## src/rtl/rand_range.sv

```systemverilog
// rand_range: maps a stream of raw random words to uniform integers in
// [0, bound) by power-of-two mask-and-reject, so there is no modulo bias.
// Accepted results are buffered in a small FIFO behind a valid/ready handshake.
//
// Ports:
//   clk, rst     rising-edge clock, synchronous active-high reset
//   bound        exclusive upper limit, captured when bound_load=1
//   bound_load   latch bound, recompute mask, flush candidate/FIFO/counter
//   in_valid     raw word available          in_ready  raw word accepted
//   in_data      raw random word
//   out_valid    FIFO head holds a result    out_ready consumer pops head
//   out_data     result in [0, bound)
//   level        FIFO occupancy
//   reject_cnt   saturating count of rejected candidates
module rand_range #(
  parameter int WIDTH = 32,
  parameter int DEPTH = 4,
  parameter int CNT_W = 16
) (
  input  logic                       clk,
  input  logic                       rst,
  input  logic [WIDTH-1:0]           bound,
  input  logic                       bound_load,
  input  logic                       in_valid,
  output logic                       in_ready,
  input  logic [WIDTH-1:0]           in_data,
  output logic                       out_valid,
  input  logic                       out_ready,
  output logic [WIDTH-1:0]           out_data,
  output logic [$clog2(DEPTH):0]     level,
  output logic [CNT_W-1:0]           reject_cnt
);

  localparam int AW = $clog2(DEPTH);
  localparam int LW = AW + 1;

  logic [WIDTH-1:0] r_bound;
  logic [WIDTH-1:0] r_mask;
  logic [WIDTH-1:0] r_cand;
  logic             r_cand_vld;
  logic [WIDTH-1:0] r_mem [DEPTH];
  logic [AW-1:0]    r_wptr;
  logic [AW-1:0]    r_rptr;
  logic [LW-1:0]    r_level;
  logic [CNT_W-1:0] r_rej;
  logic [WIDTH-1:0] r_hold;

  logic [WIDTH-1:0] w_smear;
  logic [LW:0]      w_occ;
  logic             w_accept;
  logic             w_push;
  logic             w_drop;
  logic             w_pop;
  logic [WIDTH-1:0] w_head;

  // Smallest all-ones mask covering bound-1: OR-smear every bit downward.
  always_comb begin
    w_smear = bound - WIDTH'(1);
    for (int s = 1; s < WIDTH; s = s * 2)
      w_smear = w_smear | (w_smear >> s);
  end

  // Reserve a FIFO slot for the in-flight candidate so a push never overflows.
  assign w_occ     = {1'b0, r_level} + (LW+1)'(r_cand_vld);
  assign in_ready  = (r_bound != '0) && (w_occ < (LW+1)'(DEPTH));
  assign w_accept  = in_valid && in_ready;

  assign w_push    = r_cand_vld && (r_cand < r_bound);
  assign w_drop    = r_cand_vld && !(r_cand < r_bound);

  assign out_valid = (r_level != '0);
  assign w_pop     = out_valid && out_ready;
  assign w_head    = r_mem[r_rptr];

  // Head when valid; otherwise the last head shown (0 after reset/flush).
  assign out_data   = out_valid ? w_head : r_hold;
  assign level      = r_level;
  assign reject_cnt = r_rej;

  always_ff @(posedge clk) begin
    if (rst) begin
      r_bound    <= '0;
      r_mask     <= '0;
      r_cand     <= '0;
      r_cand_vld <= 1'b0;
      r_wptr     <= '0;
      r_rptr     <= '0;
      r_level    <= '0;
      r_rej      <= '0;
      r_hold     <= '0;
    end else if (bound_load) begin
      r_bound    <= bound;
      r_mask     <= w_smear;
      r_cand_vld <= 1'b0;
      r_wptr     <= '0;
      r_rptr     <= '0;
      r_level    <= '0;
      r_rej      <= '0;
      r_hold     <= '0;
    end else begin
      r_cand_vld <= w_accept;
      if (w_accept)
        r_cand <= in_data & r_mask;
      if (w_push)
        r_wptr <= r_wptr + AW'(1);
      if (w_pop)
        r_rptr <= r_rptr + AW'(1);
      if (out_valid)
        r_hold <= w_head;
      case ({w_push, w_pop})
        2'b10:   r_level <= r_level + LW'(1);
        2'b01:   r_level <= r_level - LW'(1);
        default: r_level <= r_level;
      endcase
      if (w_drop && (r_rej != {CNT_W{1'b1}}))
        r_rej <= r_rej + CNT_W'(1);
    end
  end

  // Storage needs no reset: entries are only visible while level covers them.
  always_ff @(posedge clk) begin
    if (!rst && !bound_load && w_push)
      r_mem[r_wptr] <= r_cand;
  end

endmodule

```

## config.mk

```make
export PLATFORM = sky130hd
export DESIGN_NAME = rand_range
export DESIGN_NICKNAME = d
export VERILOG_FILES = /design/src/rtl/rand_range.sv
export SDC_FILE = /design/constraint.sdc
export NUM_CORES = 1
export LEC_CHECK = 0
export ABC_AREA = 1
export BUFFER_PORTS_ARGS = -buffer_cell sky130_fd_sc_hd__buf_2
export CELL_PAD_IN_SITES_DETAIL_PLACEMENT = 1
export CELL_PAD_IN_SITES_GLOBAL_PLACEMENT = 1
export CORE_MARGIN = 5
export CORE_UTILIZATION = 45
export CTS_CLUSTER_SIZE = 14
export DETAILED_ROUTE_END_ITERATION = 8
export GPL_TIMING_DRIVEN = 1
export PLACE_DENSITY = 0.84
export SLEW_MARGIN = 0
export SYNTH_ARGS = -nofsm -noshare
export SYNTH_HDL_FRONTEND = slang
export SYNTH_SLANG_ARGS = --single-unit
```

## constraint.sdc

```tcl
create_clock -name clk -period 4.1 [get_ports clk]
set_clock_uncertainty 0.2 [all_clocks]
set_input_delay 0.82 -clock clk [delete_from_list [all_inputs] [get_ports clk]]
set_output_delay 0.82 -clock clk [all_outputs]
set_load 0.1 [all_outputs]
```

==> parameters.txt, run 1 <==
Parameter                              Value

Status
  Status    completed

Global route
  Overflow left after global routing    0
  Number of global-route vias before repair    11,464
  Wire length of the first global-routing pass    61,180 um
  Pin count of the biggest net entering global routing    39
  GRT Overall Usage    22.80%
  Number of antenna violations at the first check in global routing    2

Critical path
  Type of the worst setup path    reg2out
  Crit start category    flip-flop
  Critical-path cell list    buf_4 -> buf_4 -> nor2_1 -> o32ai_1 -> nand2_1 -> nand2_1 -> buf_2
  Slowest cell on the critical path    dfxtp_2
  Max stage delay on crit path    0.50 ns
  Endpoint arrival time on the critical path    2.92 ns
  Critical Path Fanout Max    31
  Required @ worst endpoint    3.08 ns
  Worst Setup End Kind    primary output

Job
  Count of max-cap constraint violations    0

Logic synthesis
  Library cell with the highest instance count after synthesis    nand2_1
  Area share of the largest cell type after synthesis    29.37%
  Netlist area before placement    13,090 um2
  Flip-flop and latch count after synthesis    282
  Number of synthesis warnings    0
  Synthesized Nets    1,639
  Number of flops mapped to enable cells by yosys    128
  Asr flop ratio synth    0%
  Sequential share of the synthesized area    52.92%
  Most numerous cell types in the synthesized netlist    nand2_1, nor2_1, dfxtp_1
  Netlist cell types    46
  Average cell area after synthesis    8.555 um2
  Synthesized instance count    1,530
  Leading post-synthesis cells by cell area    edfxtp_1, dfxtp_1, nand2_1
  Post-synth top flop    dfxtp_1
  Dominant cell type by area after synthesis    edfxtp_1

Clocking
  CTS root buf    clkbuf_16
  Clock latency on the worst-skew pair    0.55 ns
  Clock Sink Count    282
  Clock tree from TritonCTS    yes
  Buffer levels on the longest clock path    3
  Maximum level of the CTS H-tree    1
  Post-CTS Setup Repair Bufs    0
  Clock slew seen by the registers of the worst setup and hold paths    0.06 ns
  Number of buffers created by CTS    29
  Number of hold buffers added after cts    0
  Number of cells upsized or downsized after cts    1

Layout
  Final std cell area, no fill    15,130 um2
  Proportion of layout cells with a drive suffix above 1    15.10%
  Fill cell total of the finished layout    3,430
  Post-synthesis to final-layout area growth    15.61%
  Final net count    1,748

Route
  WL per Instance    18.68 um
  DRC violation total after the first TritonRoute iteration    643
  Via density per instance    5.413
  DRT Pass-1 Iters    5
  Residual DRC count    0
  Detail Route Antenna Nets    0
  Detailed-route wire length    38,260 um
  Overall via count from detail_route    11,086

STA
  Post-layout minimum cycle time    3.944 ns
  Final setup violation count    0
  Max Clock Freq    0.2536 GHz
  Count of final hold-check violations    0
  Worst Tran Pin Value    0.9939 ns
  RSZ-0062 raised after global routing    no
  Relative max-transition margin    33.33%
  Crit share post-route    96.19%
  Final Max Slew Viols    0
  Setup total negative slack    0 ns

Hold path
  Worst min-delay path class    reg2reg

Pwr
  Design internal power    4.797 mW
  Clock Power Share    44.3%
  Part of the total power dissipated in sequential elements    47.8%
  Net switching share of the total power    23.86%
  Leakage power    6.147 nW
  Worst vdd ir    0.0002958 V
  Power per unit of standard cell area    416.4 nW/um2
  Power dissipated by switching net loads    1.503 mW
  Combinational share of power    7.9%

Die
  Floorplan Core Area    28,700 um2
  Number of core rows    62
  Initial cell density of the core    45.60%
  Die outline width    180.5 um
  DIE HEIGHT    180.5 um
  Die area    32,600 um2
  Top-Level Pins    122

Placed design
  Cell area reported after detailed placement    14,110 um2
  IO Port Bufs    121
  Placer's final routability congestion estimate    0.9023
  Detail Placement HPWL    27,690 um
## final cells by class
cell class	instances	area, um2	area share [%]
antenna	2	5.005	0.03307
clock buffer	32	737.0	4.870
clock inverter	22	274.0	1.811
inverter	152	570.5	3.770
multi-input combinational	1032	5349	35.35
sequential	282	6928	45.78
tap	384	480.5	3.175
timing repair buffer	142	788.3	5.209
## kinds of logic after synthesis
family / count (synthesis) / share of synthesized area [%]
flops: 282 / 52.92
fa+ha+maj: 40 / 3.881
simple gates: 704 / 23.56
compound gates: 261 / 11.47
xor+xnor: 27 / 1.807
buf+inv: 216 / 6.357
## path summary, 6_finish.rpt
path	startpoint	end	slack, ns	cells past startpoint
worst max-delay path	flip-flop	out_data[15]	0.16	7
worst min-delay path	r_rptr[1]	r_rptr[1]	0.27	2
worst max register to register	r_cand[22]	r_mem[3][8]	1.00	11
worst min register to register	r_rptr[1]	r_rptr[1]	0.27	2
## worst max-delay path, delay by kind of cell, from the launching register on
family / cells / cell delay [ns]
buffers and inverters: 3 / 1.09
AO/OA/AOI/OAI: 1 / 0.43
flip-flops: 1 / 0.50
AND/OR/NAND/NOR: 3 / 0.33
## placed cells by master, fill, tap and decap left out, types with 4 or more instances in the layout
| master | count |
|---|---|
| nand2_1 | 326 |
| nor2_1 | 216 |
| dfxtp_1 | 153 |
| inv_1 | 148 |
| edfxtp_1 | 128 |
| a21oi_1 | 121 |
| buf_2 | 121 |
| o21ai_0 | 58 |
| nand4_1 | 52 |
| nand3_1 | 47 |
| ha_1 | 39 |
| o32ai_1 | 32 |
| o22ai_1 | 32 |
| clkbuf_16 | 29 |
| nor2_2 | 23 |
| xor2_1 | 23 |
| buf_4 | 19 |
| nand2_2 | 10 |
| nor2_4 | 9 |
| clkinv_2 | 7 |
| bufinv_16 | 6 |
| clkinv_1 | 5 |
| o21ai_1 | 5 |
| nor3_1 | 4 |
| xnor2_1 | 4 |
| clkinvlp_4 | 4 |
## per-layer routing
metal / global-route usage, % / up-vias / share of wire, %
li1: - / 5348 / -
met1: 30.07 / 5438 / 45
met2: 40.35 / 241 / 49
met3: 2.402 / 59 / 3.7
met4: 5.626 / 0 / 2.3
met5: 0 / - / 0
## registers in the layout (all words and copies together) (netlist names), named ones only
name        cells
r_cand         32
r_rptr          2
r_wptr          2
r_bound        32
r_mem         128
reject_cnt     16
r_mask         32
r_hold         32
r_cand_vld      1
level           3
## through the flow
step	cells	util, %	setup WS (ns)	hold slack (ns)	power, mW
final	2048	52.72	0.1563	0.2727	6.300
after global routing	2048	52.72	0.02400	0.2955	6.519
after CTS	2046	52.70	0.1289	0.2759	6.332
after detailed placement	1992	49.18	0.6808	0.2620	3.563
after global placement	1992	49.18	0.8252	0.2562	3.542
after floorplan	1530	-	0.3360	0.2281	3.391
## power groups by stage
stage | registers (mW) | clock network [mW] | logic (mW)
floorplan | 3.06 | 0 | 0.328
global placement | 3.07 | 0 | 0.473
detailed placement | 3.07 | 0 | 0.491
CTS | 3.01 | 2.82 | 0.496
global route | 3.02 | 2.95 | 0.549
finish | 3.01 | 2.79 | 0.497
(Power assumes the default switching activity.)
==> run 2, diff against run 1 <==
Settings changed: MAX_ROUTING_LAYER from default to met4.
==> parameters.txt, run 2 (synthesis gave the netlist of run 1 again) <==
Parameter                              Value

Placed design
  Cell area reported after detailed placement    14,120 um2 (was 14,110 um2)
  Worst-case setup slack after placement    0.7462 ns (was 0.6808 ns)
  Placer's final routability congestion estimate    0.8935 (was 0.9023)
  Detail Placement HPWL    27,850 um (was 27,690 um)
  IO Port Bufs    121 (unchanged)

STA
  RSZ-0062 raised after global routing    no (unchanged)
  Final worst setup slack    0.4330 ns (was 0.1563 ns)
  Relative max-transition margin    36.57% (was 33.33%)
  Crit share post-route    89.44% (was 96.19%)
  Setup total negative slack    0 ns (unchanged)
  Final setup violation count    0 (unchanged)
  Worst Tran Pin Value    0.9456 ns (was 0.9939 ns)
  Post-layout minimum cycle time    3.667 ns (was 3.944 ns)
  Count of final hold-check violations    0 (unchanged)
  Max Clock Freq    0.2727 GHz (was 0.2536 GHz)
  Final Max Slew Viols    0 (unchanged)
  Tightest hold margin    0.2756 ns (was 0.2727 ns)

Global route
  Overflow left after global routing    0 (unchanged)
  Pin count of the biggest net entering global routing    47 (was 39)
  GRT Overall Usage    24.01% (was 22.80%)
  Wire length of the first global-routing pass    62,320 um (was 61,180 um)
  Number of global-route vias before repair    11,614 (was 11,464)
  Number of antenna violations at the first check in global routing    0 (was 2)

Critical path
  Critical Path Fanout Max    33 (was 31)
  Crit start category    flip-flop (unchanged)
  Reg2reg start    r_cand[21] (was r_cand[22])
  Reg2Reg Setup Slack    0.84 ns (was 1.00 ns)
  Required @ worst endpoint    3.08 ns (about the same)
  Worst Setup End Kind    primary output (unchanged)
  Type of the worst setup path    reg2out (unchanged)
  Endpoint arrival time on the critical path    2.65 ns (was 2.92 ns)

Status
  Status    completed (unchanged)

Clocking
  Buffer levels on the longest clock path    3 (unchanged)
  Clock latency on the worst-skew pair    0.55 ns (about the same)
  Number of buffers created by CTS    29 (unchanged)
  CTS root buf    clkbuf_16 (unchanged)
  Maximum level of the CTS H-tree    1 (unchanged)
  Clock tree from TritonCTS    yes (unchanged)
  Clock slew seen by the registers of the worst setup and hold paths    0.06 ns (about the same)
  Clock Sink Count    282 (unchanged)
  Post-CTS Setup Repair Bufs    0 (unchanged)

Route
  Overall via count from detail_route    11,064 (was 11,086)
  DRT Pass-1 Iters    5 (unchanged)
  Residual DRC count    0 (unchanged)
  DRC violation total after the first TritonRoute iteration    666 (was 643)
  Via density per instance    5.405 (was 5.413)
  Detailed-route wire length    38,830 um (was 38,260 um)
  Detail Route Antenna Nets    0 (unchanged)
  WL per Instance    18.97 um (was 18.68 um)

Die
  Initial cell density of the core    45.60% (unchanged)
  Number of core rows    62 (unchanged)
  Die area    32,600 um2 (unchanged)
  Top-Level Pins    122 (unchanged)
  DIE HEIGHT    180.5 um (unchanged)
  Die outline width    180.5 um (unchanged)
  Floorplan Core Area    28,700 um2 (unchanged)

Layout
  Flip-flop count of the largest register, all copies and words added    128 (unchanged)
  Proportion of layout cells with a drive suffix above 1    14.97% (was 15.10%)
  Most frequent cells in the layout    nand2_1, nor2_1, dfxtp_1 (unchanged)
  Post-synthesis to final-layout area growth    15.11% (was 15.61%)
  Most frequent standard cell in the layout excluding fill and tap cells    nand2_1 (unchanged)
  Final net count    1,749 (was 1,748)
  Final std cell area, no fill    15,070 um2 (was 15,130 um2)
  Register containing the most flip-flops in the final layout    r_mem (unchanged)
  ANT cells    0 (was 2)

Hold path
  Worst min-delay path class    reg2reg (unchanged)
  Start point of the worst hold path    r_hold[31] (was r_rptr[1])

Job
  Count of max-cap constraint violations    0 (unchanged)

Pwr
  Worst vdd ir    0.0003240 V (was 0.0002958 V)
  Leakage power    6.122 nW (was 6.147 nW)
  Power per unit of standard cell area    407.3 nW/um2 (was 416.4 nW/um2)
  Power, Total    6.137 mW (was 6.300 mW)
-- run 2: changes by cell type in the layout (fill, tap and decap cells not counted), sizes merged --
cell,previous run,this run
diode,2,0
inv,152,151
clkinv,12,14
bufinv,6,3
buf,142,143
clkinvlp,4,2
clkbuf,32,36
-- run 2: metal layers --
layer  routed length (um)  vias to the layer above  share of wire, %  track usage (%)
met1                17140                     5405                44            30.91
met4                  719                        0               1.9            5.051
li1                     -                     5371                 -                -
met2                19410                      236                50            41.34
met5                    0                        -                 0                -
met3                 1563                       52               4.0            2.584
-- run 2: worst max-delay path: stages (launching register included) --
cell and delay (ns):
dfxtp_1 0.33, inv_2 0.45, buf_12 0.27, nor2_1 0.07, o32ai_1 0.34, nand2_1 0.13, nand2_1 0.08, buf_2 0.42
-- run 2: what timing repair did --
action | CTS | global route
gates resized for setup | 0 | 1
hold buffers | 0 | 0
endpoints found under the setup margin | 0 | 3
-- run 2: final cells by class --
cell class | instances | area, um2
clock buffer | 36 | 762.0
clock inverter | 18 | 181.4
fill | 3465 | 13640
inverter | 152 | 570.5
multi-input combinational | 1032 | 5349
sequential | 282 | 6928
tap | 384 | 480.5
timing repair buffer | 143 | 795.8
-- run 2: worst paths after layout --
check	endpoint	cells after the start
max reg2reg	r_mem[3][19]	11
max	out_data[9]	7
min	r_hold[31]	2
min reg2reg	r_hold[31]	2
-- run 2: power breakdown --
part | leakage [nW] | switching [mW] | total [mW] | internal, mW
clock | 0.459 | 1.11 | 2.62 | 1.51
combinational | 3.28 | 0.359 | 0.499 | 0.140
sequential | 2.38 | 0.0341 | 3.01 | 2.98
total | 6.12 | 1.50 | 6.14 | 4.63
-- run 2: through the flow --
stage               std cells  utilization (%)
global placement         1993            49.20
CTS                      2047            52.49
floorplan                1530                -
finish                   2047            52.49
global route             2047            52.49
detailed placement       1993            49.20
==> run 3, diff against run 2 <==
--- a/config.mk
+++ b/config.mk
@@ -17,4 +17,5 @@
 export MAX_ROUTING_LAYER = met4
 export PLACE_DENSITY = 0.84
+export SETUP_SLACK_MARGIN = 0.3
 export SLEW_MARGIN = 0
 export SYNTH_ARGS = -nofsm -noshare
--- a/constraint.sdc
+++ b/constraint.sdc
@@ -3,3 +3,3 @@
 set_input_delay 0.82 -clock clk [delete_from_list [all_inputs] [get_ports clk]]
 set_output_delay 0.82 -clock clk [all_outputs]
-set_load 0.1 [all_outputs]
+set_load 0.02 [all_outputs]
==> parameters.txt, run 3 (synthesis gave the netlist of run 1 again) <==
Parameter                              Value

Status
  Status    completed (unchanged)

Die
  Initial cell density of the core    45.60% (unchanged)
  Die area    32,600 um2 (unchanged)
  DIE HEIGHT    180.5 um (unchanged)
  Number of core rows    62 (unchanged)
  Die outline width    180.5 um (unchanged)
  Top-Level Pins    122 (unchanged)
  Floorplan Core Area    28,700 um2 (unchanged)

Clocking
  Clock Sink Count    282 (unchanged)
  Number of buffers created by CTS    29 (unchanged)
  Maximum level of the CTS H-tree    1 (unchanged)
  Buffer levels on the longest clock path    3 (unchanged)
  Clock latency on the worst-skew pair    0.55 ns (about the same)
  CTS root buf    clkbuf_16 (unchanged)
  Number of hold buffers added after cts    0 (unchanged)
  Clock tree from TritonCTS    yes (unchanged)
  Post-CTS Setup Repair Bufs    0 (unchanged)
  Number of cells upsized or downsized after cts    0 (unchanged)
  Clock slew seen by the registers of the worst setup and hold paths    0.06 ns (about the same)

Placed design
  Worst-case setup slack after placement    0.9677 ns (was 0.7462 ns)
  IO Port Bufs    121 (unchanged)
  Detail Placement HPWL    28,430 um (was 27,850 um)
  Placer's final routability congestion estimate    0.8988 (was 0.8935)

Pwr
  Leakage power    6.143 nW (was 6.122 nW)
  Power per unit of standard cell area    411.6 nW/um2 (was 407.3 nW/um2)
  Power, Total    6.218 mW (was 6.137 mW)
  Worst vdd ir    0.0002693 V (was 0.0003240 V)

Critical path
  Reg2reg start    r_cand[17] (was r_cand[21])
  Type of the worst setup path    reg2out (unchanged)
  Crit start category    flip-flop (unchanged)
  Worst Setup End Kind    primary output (unchanged)
  Critical Path Fanout Max    36 (was 33)
  Required @ worst endpoint    3.08 ns (about the same)
  Endpoint arrival time on the critical path    2.47 ns (was 2.65 ns)

STA
  Tightest hold margin    0.2742 ns (was 0.2756 ns)
  Count of final hold-check violations    0 (unchanged)
  Final worst setup slack    0.6055 ns (was 0.4330 ns)
  Relative max-transition margin    49.49% (was 36.57%)
  RSZ-0062 raised after global routing    no (unchanged)
  Crit share post-route    85.23% (was 89.44%)
  Final Max Slew Viols    0 (unchanged)
  Worst Tran Pin Value    0.7559 ns (was 0.9456 ns)
  Final setup violation count    0 (unchanged)
  Post-layout minimum cycle time    3.495 ns (was 3.667 ns)
  Max Clock Freq    0.2862 GHz (was 0.2727 GHz)
  Setup total negative slack    0 ns (unchanged)

Layout
  Flip-flop count of the largest register, all copies and words added    128 (unchanged)
  Most frequent standard cell in the layout excluding fill and tap cells    nand2_1 (unchanged)
  Most frequent cells in the layout    nand2_1, nor2_1, dfxtp_1 (unchanged)
  Post-synthesis to final-layout area growth    15.43% (was 15.11%)
  Register containing the most flip-flops in the final layout    r_mem (unchanged)
  Final net count    1,746 (was 1,749)
  Proportion of layout cells with a drive suffix above 1    14.83% (was 14.97%)

Route
  Via density per instance    5.458 (was 5.405)
  Detailed-route wire length    39,740 um (was 38,830 um)
  Overall via count from detail_route    11,156 (was 11,064)
  DRC violation total after the first TritonRoute iteration    684 (was 666)
  Detail Route Antenna Nets    0 (unchanged)
  WL per Instance    19.44 um (was 18.97 um)
  Residual DRC count    0 (unchanged)
  DRT Pass-1 Iters    5 (unchanged)

Global route
  Wire length of the first global-routing pass    63,160 um (was 62,320 um)
  Number of antenna violations at the first check in global routing    1 (was 0)
  GRT Overall Usage    24.46% (was 24.01%)
  Overflow left after global routing    0 (unchanged)
  Number of global-route vias before repair    11,765 (was 11,614)
  Pin count of the biggest net entering global routing    65 (was 47)

Hold path
  Start point of the worst hold path    r_hold[13] (was r_hold[31])
  Worst min-delay path class    reg2reg (unchanged)

Job
  Count of max-cap constraint violations    0 (unchanged)
==> run 3: cell types whose count changed in the layout (fill, tap and decap cells not counted), sizes merged <==
| cell | before | now |
|---|---|---|
| clkinv | 14 | 7 |
| buf | 143 | 140 |
| inv | 151 | 152 |
| diode | 0 | 1 |
| clkbuf | 36 | 42 |
| bufinv | 3 | 2 |
==> run 3: final cells by class <==
cell class                 count  area (um2)
timing repair buffer         140       773.2
tap                          384       480.5
multi-input combinational   1032        5349
clock buffer                  42       889.6
inverter                     152       570.5
clock inverter                11       116.4
fill                        3463       13590
sequential                   282        6927
antenna                        1       2.502
==> run 3: routing by layer <==
metal / global-route usage (%) / wire length [um] / vias to the layer above
met1: 30.74 / 17230 / 5482
met4: 7.260 / 1065 / 0
li1: - / - / 5356
met2: 42.16 / 19870 / 250
met3: 2.362 / 1569 / 68
met5: - / 0 / -
==> run 3: final timing paths <==
| kind | slack, ns | depth (start not counted) | to |
|---|---|---|---|
| setup / recovery | 0.61 | 7 | out_data[11] |
| hold / removal | 0.27 | 2 | r_hold[13] |
| setup reg to reg | 0.96 | 11 | r_mem[1][23] |
| hold reg to reg | 0.27 | 2 | r_hold[13] |
==> run 3: power breakdown <==
| part | internal [mW] | total, mW | switching [mW] |
|---|---|---|---|
| logic | 0.141 | 0.457 | 0.316 |
| clock network | 1.64 | 2.75 | 1.11 |
| registers | 2.98 | 3.01 | 0.0343 |
| total | 4.76 | 6.22 | 1.46 |
==> run 3: stage by stage <==
step / utilization (%) / area (um2) / instances
after floorplan: - / 13090 / 1530
after global placement: 49.12 / 14100 / 1990
after detailed placement: 49.12 / 14100 / 1990
after CTS: 52.63 / 15110 / 2043
after global routing: 52.64 / 15110 / 2044
final: 52.64 / 15110 / 2044
==> run 3: worst max-delay path: stages, from the launching register on <==
cell     delay [ns]
dfxtp_1        0.32
inv_2          0.42
buf_12         0.28
nor2_1         0.07
o32ai_1        0.45
nand2_1        0.13
nand2_1        0.09
buf_2          0.16
